## src/rtl/vit_decide_out.sv

```systemverilog
// rtl/vit_decide_out.sv - Viterbi decision stage: winner select, warm-up gate, output FIFO.
// Optional end-of-frame flush is compiled in with `define DECIDE_FLUSH_EN.
module vit_decide_out #(
  parameter int         FIFO_DEPTH = 4,
  parameter logic [6:0] NORM_TH    = 7'd96
) (
  input  logic                        clk,
  input  logic                        rst,
  input  logic                        sym_valid,
  input  logic [6:0]                  PM_0,
  input  logic [6:0]                  PM_1,
  input  logic [6:0]                  PM_2,
  input  logic [6:0]                  PM_3,
  input  logic [7:0]                  data_0,
  input  logic [7:0]                  data_1,
  input  logic [7:0]                  data_2,
  input  logic [7:0]                  data_3,
  input  logic                        out_ready,
`ifdef DECIDE_FLUSH_EN
  input  logic                        flush,
`endif
  output logic                        dec_bit,
  output logic                        dec_valid,
  output logic [$clog2(FIFO_DEPTH):0] fifo_count,
  output logic                        norm_req,
  output logic                        overrun
);

  localparam int AW = $clog2(FIFO_DEPTH);
  localparam int CW = AW + 1;

  localparam logic [1:0] WARMUP = 2'd0;
  localparam logic [1:0] RUN    = 2'd1;
`ifdef DECIDE_FLUSH_EN
  localparam logic [1:0] FLUSH  = 2'd2;
`endif

  logic [1:0]            state_q, state_d;
  logic [2:0]            cnt_q, cnt_d;
  logic                  norm_q, norm_d;
  logic                  ovr_q, ovr_d;
  logic [FIFO_DEPTH-1:0] mem_q;
  logic [AW-1:0]         wr_q, rd_q;
  logic [CW-1:0]         count_q, count_d;

  logic [6:0] win_pm;
  logic [7:0] win_data;
  logic       push, push_bit, push_ok, pop, full, room;

  // Strict less-than keeps the lowest state index on ties.
  always_comb begin
    win_pm   = PM_0;
    win_data = data_0;
    if (PM_1 < win_pm) begin
      win_pm   = PM_1;
      win_data = data_1;
    end
    if (PM_2 < win_pm) begin
      win_pm   = PM_2;
      win_data = data_2;
    end
    if (PM_3 < win_pm) begin
      win_pm   = PM_3;
      win_data = data_3;
    end
  end

  assign full    = (count_q == CW'(FIFO_DEPTH));
  assign pop     = (count_q != '0) && out_ready;
  assign room    = !full || pop;
  assign push_ok = push && room;

`ifdef DECIDE_FLUSH_EN
  logic [6:0] fl_data_q, fl_data_d;
  logic [2:0] fl_left_q, fl_left_d;
`else
  logic unused_win_low;
  assign unused_win_low = ^win_data[6:0];
`endif

  always_comb begin
    state_d  = state_q;
    cnt_d    = cnt_q;
    norm_d   = norm_q;
    ovr_d    = ovr_q;
    push     = 1'b0;
    push_bit = win_data[7];
`ifdef DECIDE_FLUSH_EN
    fl_data_d = fl_data_q;
    fl_left_d = fl_left_q;
`endif
    if (sym_valid) norm_d = (win_pm >= NORM_TH);
    case (state_q)
      WARMUP: begin
        if (sym_valid) begin
          if (cnt_q == 3'd7) begin
            push    = 1'b1;
            state_d = RUN;
            cnt_d   = 3'd0;
            if (!room) ovr_d = 1'b1;
          end else begin
            cnt_d = cnt_q + 3'd1;
          end
        end
      end
      RUN: begin
        push = sym_valid;
        if (sym_valid && !room) ovr_d = 1'b1;
`ifdef DECIDE_FLUSH_EN
        if (flush) begin
          fl_data_d = win_data[6:0];
          fl_left_d = 3'd7;
          state_d   = FLUSH;
        end
`endif
      end
`ifdef DECIDE_FLUSH_EN
      // Tail bits stall rather than drop when the FIFO is full.
      FLUSH: begin
        push     = 1'b1;
        push_bit = fl_data_q[6];
        if (sym_valid) ovr_d = 1'b1;
        if (room) begin
          fl_data_d = {fl_data_q[5:0], 1'b0};
          fl_left_d = fl_left_q - 3'd1;
          if (fl_left_q == 3'd1) begin
            state_d = WARMUP;
            cnt_d   = 3'd0;
          end
        end
      end
`endif
      default: state_d = WARMUP;
    endcase
  end

  always_comb begin
    count_d = count_q;
    case ({push_ok, pop})
      2'b10:   count_d = count_q + CW'(1);
      2'b01:   count_d = count_q - CW'(1);
      default: count_d = count_q;
    endcase
  end

  always_ff @(posedge clk or posedge rst) begin
    if (rst) begin
      state_q <= WARMUP;
      cnt_q   <= 3'd0;
      norm_q  <= 1'b0;
      ovr_q   <= 1'b0;
      mem_q   <= '0;
      wr_q    <= '0;
      rd_q    <= '0;
      count_q <= '0;
    end else begin
      state_q <= state_d;
      cnt_q   <= cnt_d;
      norm_q  <= norm_d;
      ovr_q   <= ovr_d;
      count_q <= count_d;
      if (push_ok) begin
        mem_q[wr_q] <= push_bit;
        wr_q        <= wr_q + AW'(1);
      end
      if (pop) rd_q <= rd_q + AW'(1);
    end
  end

`ifdef DECIDE_FLUSH_EN
  always_ff @(posedge clk or posedge rst) begin
    if (rst) begin
      fl_data_q <= 7'd0;
      fl_left_q <= 3'd0;
    end else begin
      fl_data_q <= fl_data_d;
      fl_left_q <= fl_left_d;
    end
  end
`endif

  assign dec_valid  = (count_q != '0);
  assign dec_bit    = dec_valid & mem_q[rd_q];
  assign fifo_count = count_q;
  assign norm_req   = norm_q;
  assign overrun    = ovr_q;

endmodule

```

## config.mk

```make
export PLATFORM = sky130hd
export DESIGN_NAME = vit_decide_out
export DESIGN_NICKNAME = d
export VERILOG_FILES = /design/src/rtl/vit_decide_out.sv
export SDC_FILE = /design/constraint.sdc
export NUM_CORES = 1
export LEC_CHECK = 0
export ABC_AREA = 1
export BUFFER_PORTS_ARGS = -buffer_cell sky130_fd_sc_hd__buf_2
export CORE_UTILIZATION = 43
export DETAILED_ROUTE_END_ITERATION = 10
export GPL_ROUTABILITY_DRIVEN = 0
export PLACE_DENSITY = 0.81
export SLEW_MARGIN = 10
export SYNTH_ARGS = -nofsm -noshare
export SYNTH_HDL_FRONTEND = slang
export SYNTH_SLANG_ARGS = --single-unit
```

## constraint.sdc

```tcl
create_clock -name clk -period 2.1 [get_ports clk]
set_input_delay 0.42 -clock clk [delete_from_list [all_inputs] [get_ports clk]]
set_output_delay 0.42 -clock clk [all_outputs]
set_load 0.005 [all_outputs]
```

==> metrics, run 1 <==
Synth cell types 26; Ys Warns 0; grt peak-use layer met2; Worst VDD drop about 0.39 mV; WS Path Type in2reg; register area share after synthesis approximately a quarter; CP Capture Type register; Clock Tree Root clkbuf_8; synthesized flop and latch total 17; GR Util met3 5.072%; Routed Wire Length a little under 5000 um; DPL Wire Length roughly 3100 um; total number of vias about 1800; first-pass GRT wire length between 7000 and 8000 um; max-slew violations 0; initial antenna violation count 0; ys async rst share 100.0%; initial core utilization 44.60%; multi-input combinational cell area 1388 um^2; antenna cells 0; final net count 404; worst skew pair latency ~0.25 ns; Mapped Nets just over 300; P per Cell Area ~850 nW/um^2; Placeable Area ~3700 um^2; dominant synthesized flop cell dfrtp_1; post-DR wirelength/cell 13.40 um; RSZ-0062 raised after global routing yes; chip width approximately 64 um; final core occ 72.90%; GRT Total Usage ~22%; crit path DAT between 3 and 4 ns; count of mapped cells out of synthesis 219; CTS tree built; area grow syn2layout 63.45%; DRC violations left 0; number of flops mapped to enable cells by yosys 0; GR Util met2 43.62%; Worst-Margin Slew 0.6868 ns; share of layout cells above drive strength 1 between 50% and 60%; r2r worst-path depth 11; # IOs between 70 and 80; CP Launch Type input port; pin count of the biggest net entering global routing 18; CP max FO 5; Max-Cap Viols 0; status complete, but fails checks; min-delay worst type in2async; Pleak 0.001417 uW; syn_area_per_cell 7.456 um^2; CTS sink count 17; # port buffers between 40 and 50; # rows 22; pre-CTS setup slack -1.588 ns; Register Area between 400 and 500 um^2; synthesized area 1633 um^2; post-route ant nets 0; Max Freq about 300 MHz; final setup margin -1.226 ns; die area 4048 um^2; setup_tns -6.014 ns; clock period minus final worst setup slack approximately 3.3 ns; initial DRC count 79; grt ovf 0; final hold viol count 0; Min Hold Slack 0.2553 ns; 1st-pass router iterations 4; period utilization 158.4%; # fillers 239; clk slew on worst S/H paths ~0.070 ns; Vias/cell 4.978; met1 Usage GRT between 20% and 30%; Clock Skew 0.01121 ns; number of global-route vias before repair roughly 1700; relative slew slack 54.16%; final setup vio count 5; Req. time, crit path about 2.3 ns; cts bufs inserted 3; failing checks negative setup slack; Chip Height 63.62 um; clock buffer depth 2; H-tree Lvls 1
[metrics by stage]
step           power [uW]  instance area (um^2)  std cells
5_1_grt              2437                  2669        361
3_5_place_dp         1649                  2217        339
2_1_floorplan        1269                  1732        219
6_report             2256                  2669        361
4_1_cts              2020                  2450        352
3_3_place_gp         1589                  2217        339
[worst max-delay path, stage by stage]
cell and delay, ns:
buf_6 0.09, inv_2 0.07, ha_4 0.21, nand2_2 0.06
nand2_2 0.06, a21oi_4 0.19, nand2_4 0.12, nand2_1 0.09
o21ai_2 0.08, ha_4 0.28, nand2_1 0.07, buf_4 0.13
nor2_1 0.13, nand2_2 0.12, nand2_4 0.14, nand2_2 0.08
o21a_4 0.13, inv_2 0.06, ha_4 0.21, buf_6 0.11
a211oi_2 0.16, buf_4 0.17, nand2_4 0.06, nand2_4 0.09
nand3_2 0.08, nand2_1 0.08
[sequential cells by signal, summed over array words and instances (netlist names)]
register and flops:
cnt_q 3, fifo_count 3, mem_q 4, norm_req 1, overrun 1, rd_q 2
state_q 1, wr_q 2
[Yosys cell counts, types with 3 or more instances]
master	count	area, um^2
nor2_1	17	63.81
o21ai_1	8	40.04
nand2_4	6	67.56
o21ai_0	7	35.03
a21oi_1	9	45.04
nand2_2	8	50.05
xor2_1	3	26.28
nand3_1	9	45.04
ha_1	25	312.8
nand2_1	55	206.5
inv_1	35	131.4
nand3_2	3	30.03
dfrtp_1	17	425.4
[report_power, final]
part / leakage (uW) / total, uW / internal (uW) / switching [uW]
Combinational: 0.00119 / 1400 / 683 / 717
Clock: 0.0000228 / 248 / 135 / 113
Sequential: 0.000204 / 608 / 476 / 132
[final cells by class]
class	instances	share of cell area, %
multi-input combinational	165	51.99
timing repair buffer	90	22.64
sequential	17	15.94
inverter	37	5.485
tap	48	2.250
clock buffer	4	1.688
[final timing paths]
path	start	endpoint	slack, ns
worst min-delay path	rst	cnt_q[0]	0.26
min in group clk	sym_valid	norm_req	0.47
worst max-delay path	PM_0[6]	mem_q[0]	-1.23
worst max register to register	cnt_q[1]	fifo_count[2]	0
worst min register to register	mem_q[2]	mem_q[2]	0.50
max in group asynchronous	rst	mem_q[3]	1.39
[layer usage]
metal  vias up  routed length [um]
met5         -                   0
met4         0                 101
met3        12                 223
met2        54                2628
met1       842                1886
li1        889                   -
[cells by family (layout without fill, tap and decap cells)]
kind of cell               count (synthesis)  after routing  share of synthesized area [%]
and+or+nand+nor                           99            101                          28.66
buffers and inverters                     39            131                          9.272
AOI/OAI and AO/OA                         34             34                          13.49
adders and majority gates                 26             26                          20.38
DFF                                       17             17                          26.05
xor gates and xnor gates                   4              4                          2.146
[cell usage in the layout, fill, tap and decap left out, types with 2 or more instances in the layout]
cell type / instances
a211oi_2: 2
a21oi_1: 4
a21oi_2: 6
buf_2: 39
buf_4: 44
buf_6: 7
clkbuf_8: 3
dfrtp_1: 17
ha_1: 9
ha_2: 4
ha_4: 12
inv_1: 26
inv_2: 10
nand2_1: 44
nand2_2: 16
nand2_4: 11
nand3_1: 6
nand3_2: 4
nand3_4: 2
nor2_1: 13
nor2_2: 3
o21ai_0: 4
o21ai_1: 4
o21ai_2: 8
xor2_1: 3
[what timing repair did]
action	CTS	global route
cloned	2	0
endpoints found under the setup margin	6	6
setup buffers	8	9
gates resized for setup	25	37
pin swaps	25	24
endpoints found under the hold margin	0	0
hold buffers	0	0
Note: power is estimated with default switching activity, not from simulation.
==> run 2: changes to the inputs <==
--- a/config.mk
+++ b/config.mk
@@ -15,3 +15,4 @@
 export SYNTH_ARGS = -nofsm -noshare
 export SYNTH_HDL_FRONTEND = slang
 export SYNTH_SLANG_ARGS = --single-unit
+export TNS_END_PERCENT = 1
==> run 2 against run 1 <==
Effect of this change: the run still ends with negative setup slack left; global-route usage decreased by 0.83 points; sequential share of layout area increased by 0.90 points; core utilization decreased by 3.9 points; cell count decreased by 2.5%; clock skew decreased by 0.0074 ns; register-to-register slack about the same; largest cell class unchanged.
==> metrics, run 2 (same netlist as run 1, synthesis figures left out) <==
status complete, but fails checks; failing checks negative setup slack; most used cell, CP nand2_4; number of global-route vias before repair 1682; Register Area ~430 um^2; reg2reg start cnt_q[0]; max FFs per register 4; critical path depth in cells 23; RSZ-0062 raised after global routing yes; Worst VDD drop 0.2972 mV; DRC violations left 0; Non-Filler Instances between 300 and 400; R2R Path End fifo_count[2]; Worst-Margin Slew 0.6520 ns; Max-Cap Viols 0; GRT Total Usage between 20 and 25%; # IOs between 70 and 80; WS Path Type in2reg; total power approximately 2100 uW; min-delay worst type in2async; Clock Skew between 0.003 and 0.004 ns; crit path DAT around 3.6 ns; cts bufs inserted 3; Min Hold Slack approximately 0.24 ns; multi-input combinational cell area 1292 um^2; commonest non-fill, non-tap cells in the layout 46 x nand2_1, 38 x buf_2, 37 x buf_4; final setup vio count 5; initial DRC count 55; setup_tns -6.437 ns; Pleak 0.001365 uW; Largest Register mem_q; CP max FO 8; placed cell area about 2200 um^2; clk slew on worst S/H paths around 0.07 ns; CP Capture Point mem_q[1]; first-pass GRT wire length around 7000 um; worst skew pair latency ~0.26 ns; Chip Height around 64 um; Placeable Area 3661 um^2; delay of the slowest cell on the worst path roughly 0.30 ns; CTS sink count 17; final hold viol count 0; cell breakdown of the critical path buf_4 > inv_8 > ha_4 > nand2_2 > nand2_2 > a21oi_4 > nand2_4 > o21ai_4 > ha_4 > a21oi_2 > nor2_1 > a211oi_2 > nand2_4 > o21a_4 > inv_4 > ha_4 > buf_6 > a211oi_2 > buf_4 > nand2_4 > nand2_4 > nand3_2 > nand2_2; pin count of the biggest net entering global routing 18; 1st-pass router iterations 4; most common cell after layout, fill and taps aside nand2_1; Max Freq about 290 MHz; chip width 63.62 um; DPL Wire Length between 2000 and 3000 um; dpl cells ~340; antenna cells 0; Vias/cell around 4.7; P per Cell Area 825.5 nW/um^2; total number of vias approximately 1700; relative slew slack about 56%; Routed Wire Length ~4100 um; H-tree Lvls 1; slowest CP cell a211oi_2; # fillers 281; share of layout cells above drive strength 1 ~51%; max-slew violations 0; final setup margin -1.311 ns; post-DR wirelength/cell ~12 um; r2r worst-path depth 11; CTS tree built; CP Capture Type register; clock buffer depth 2; period utilization 162.4%; Reg2Reg Setup Slack 0 ns; Req. time, crit path between 2 and 2.5 ns; Clock Tree Root clkbuf_8; clock period minus final worst setup slack roughly 3.4 ns; area grow syn2layout 54.71%; Setup crit start PM_0[4]; post-route ant nets 0; Crit path max-delay family compound AO/OA/AOI/OAI gates; die area between 4000 and 5000 um^2; initial antenna violation count 0; WP buf/inv 5; # port buffers between 40 and 50; CP Launch Type input port; final net count between 300 and 400; # rows 22; grt ovf 0; initial core utilization approximately 45%; design area about 2500 um^2
run 2: worst reg2reg max path, delay by kind of cell (launching register included):
| family | cells | cell delay (ns) |
|---|---|---|
| adder cells (fa/ha/maj) | 4 | 0.91 |
| AND/OR/NAND/NOR | 3 | 0.24 |
| XOR/XNOR | 1 | 0.14 |
| buffers and inverters | 1 | 0.08 |
| AO/OA/AOI/OAI | 2 | 0.22 |
| flip-flops | 1 | 0.39 |
run 2: area by class of cell:
class | count | area share, %
clock buffers | 4 | 1.783
inverters | 37 | 6.191
multi-input cells | 164 | 51.16
flip-flops and latches | 17 | 16.84
well taps | 48 | 2.377
repair buffers | 82 | 21.64
run 2: worst min path at each step:
stage / start / to / slack (ns) / cells after the start
2_1_floorplan: rst / cnt_q[0] / 0.35 / 1
3_3_place_gp: overrun / overrun / 0.46 / 2
5_1_grt: rst / state_q[0] / 0.30 / 2
4_1_cts: rst / state_q[0] / 0.26 / 2
6_report: rst / state_q[0] / 0.24 / 2
3_5_place_dp: overrun / overrun / 0.46 / 2
run 2: stage by stage:
stage,setup slack (ns),utilization (%)
2_1_floorplan,-1.535,-
3_3_place_gp,-1.476,60.49
5_1_grt,-1.489,69.00
6_report,-1.311,69.00
4_1_cts,-1.143,67.02
3_5_place_dp,-1.612,60.49
run 2: where the power goes:
part           switching [uW]  leakage, uW  internal, uW
logic                     643      0.00114           603
registers                 113     0.000204           476
clock network             115    0.0000228           135
run 2: repair_timing:
action,CTS,global route
hold endpoints to repair,0,0
hold buffers,0,0
buffers inserted,7,1
cloned,1,0
setup endpoints to repair,6,7
gates resized for setup,34,14
pin swaps,33,11
run 2: routing by layer:
layer	track usage, %	routed length [um]	up-vias
met5	0	0	-
met4	6.818	62	0
met3	3.442	123	8
met2	42.95	2232	33
met1	22.53	1683	757
li1	-	-	865
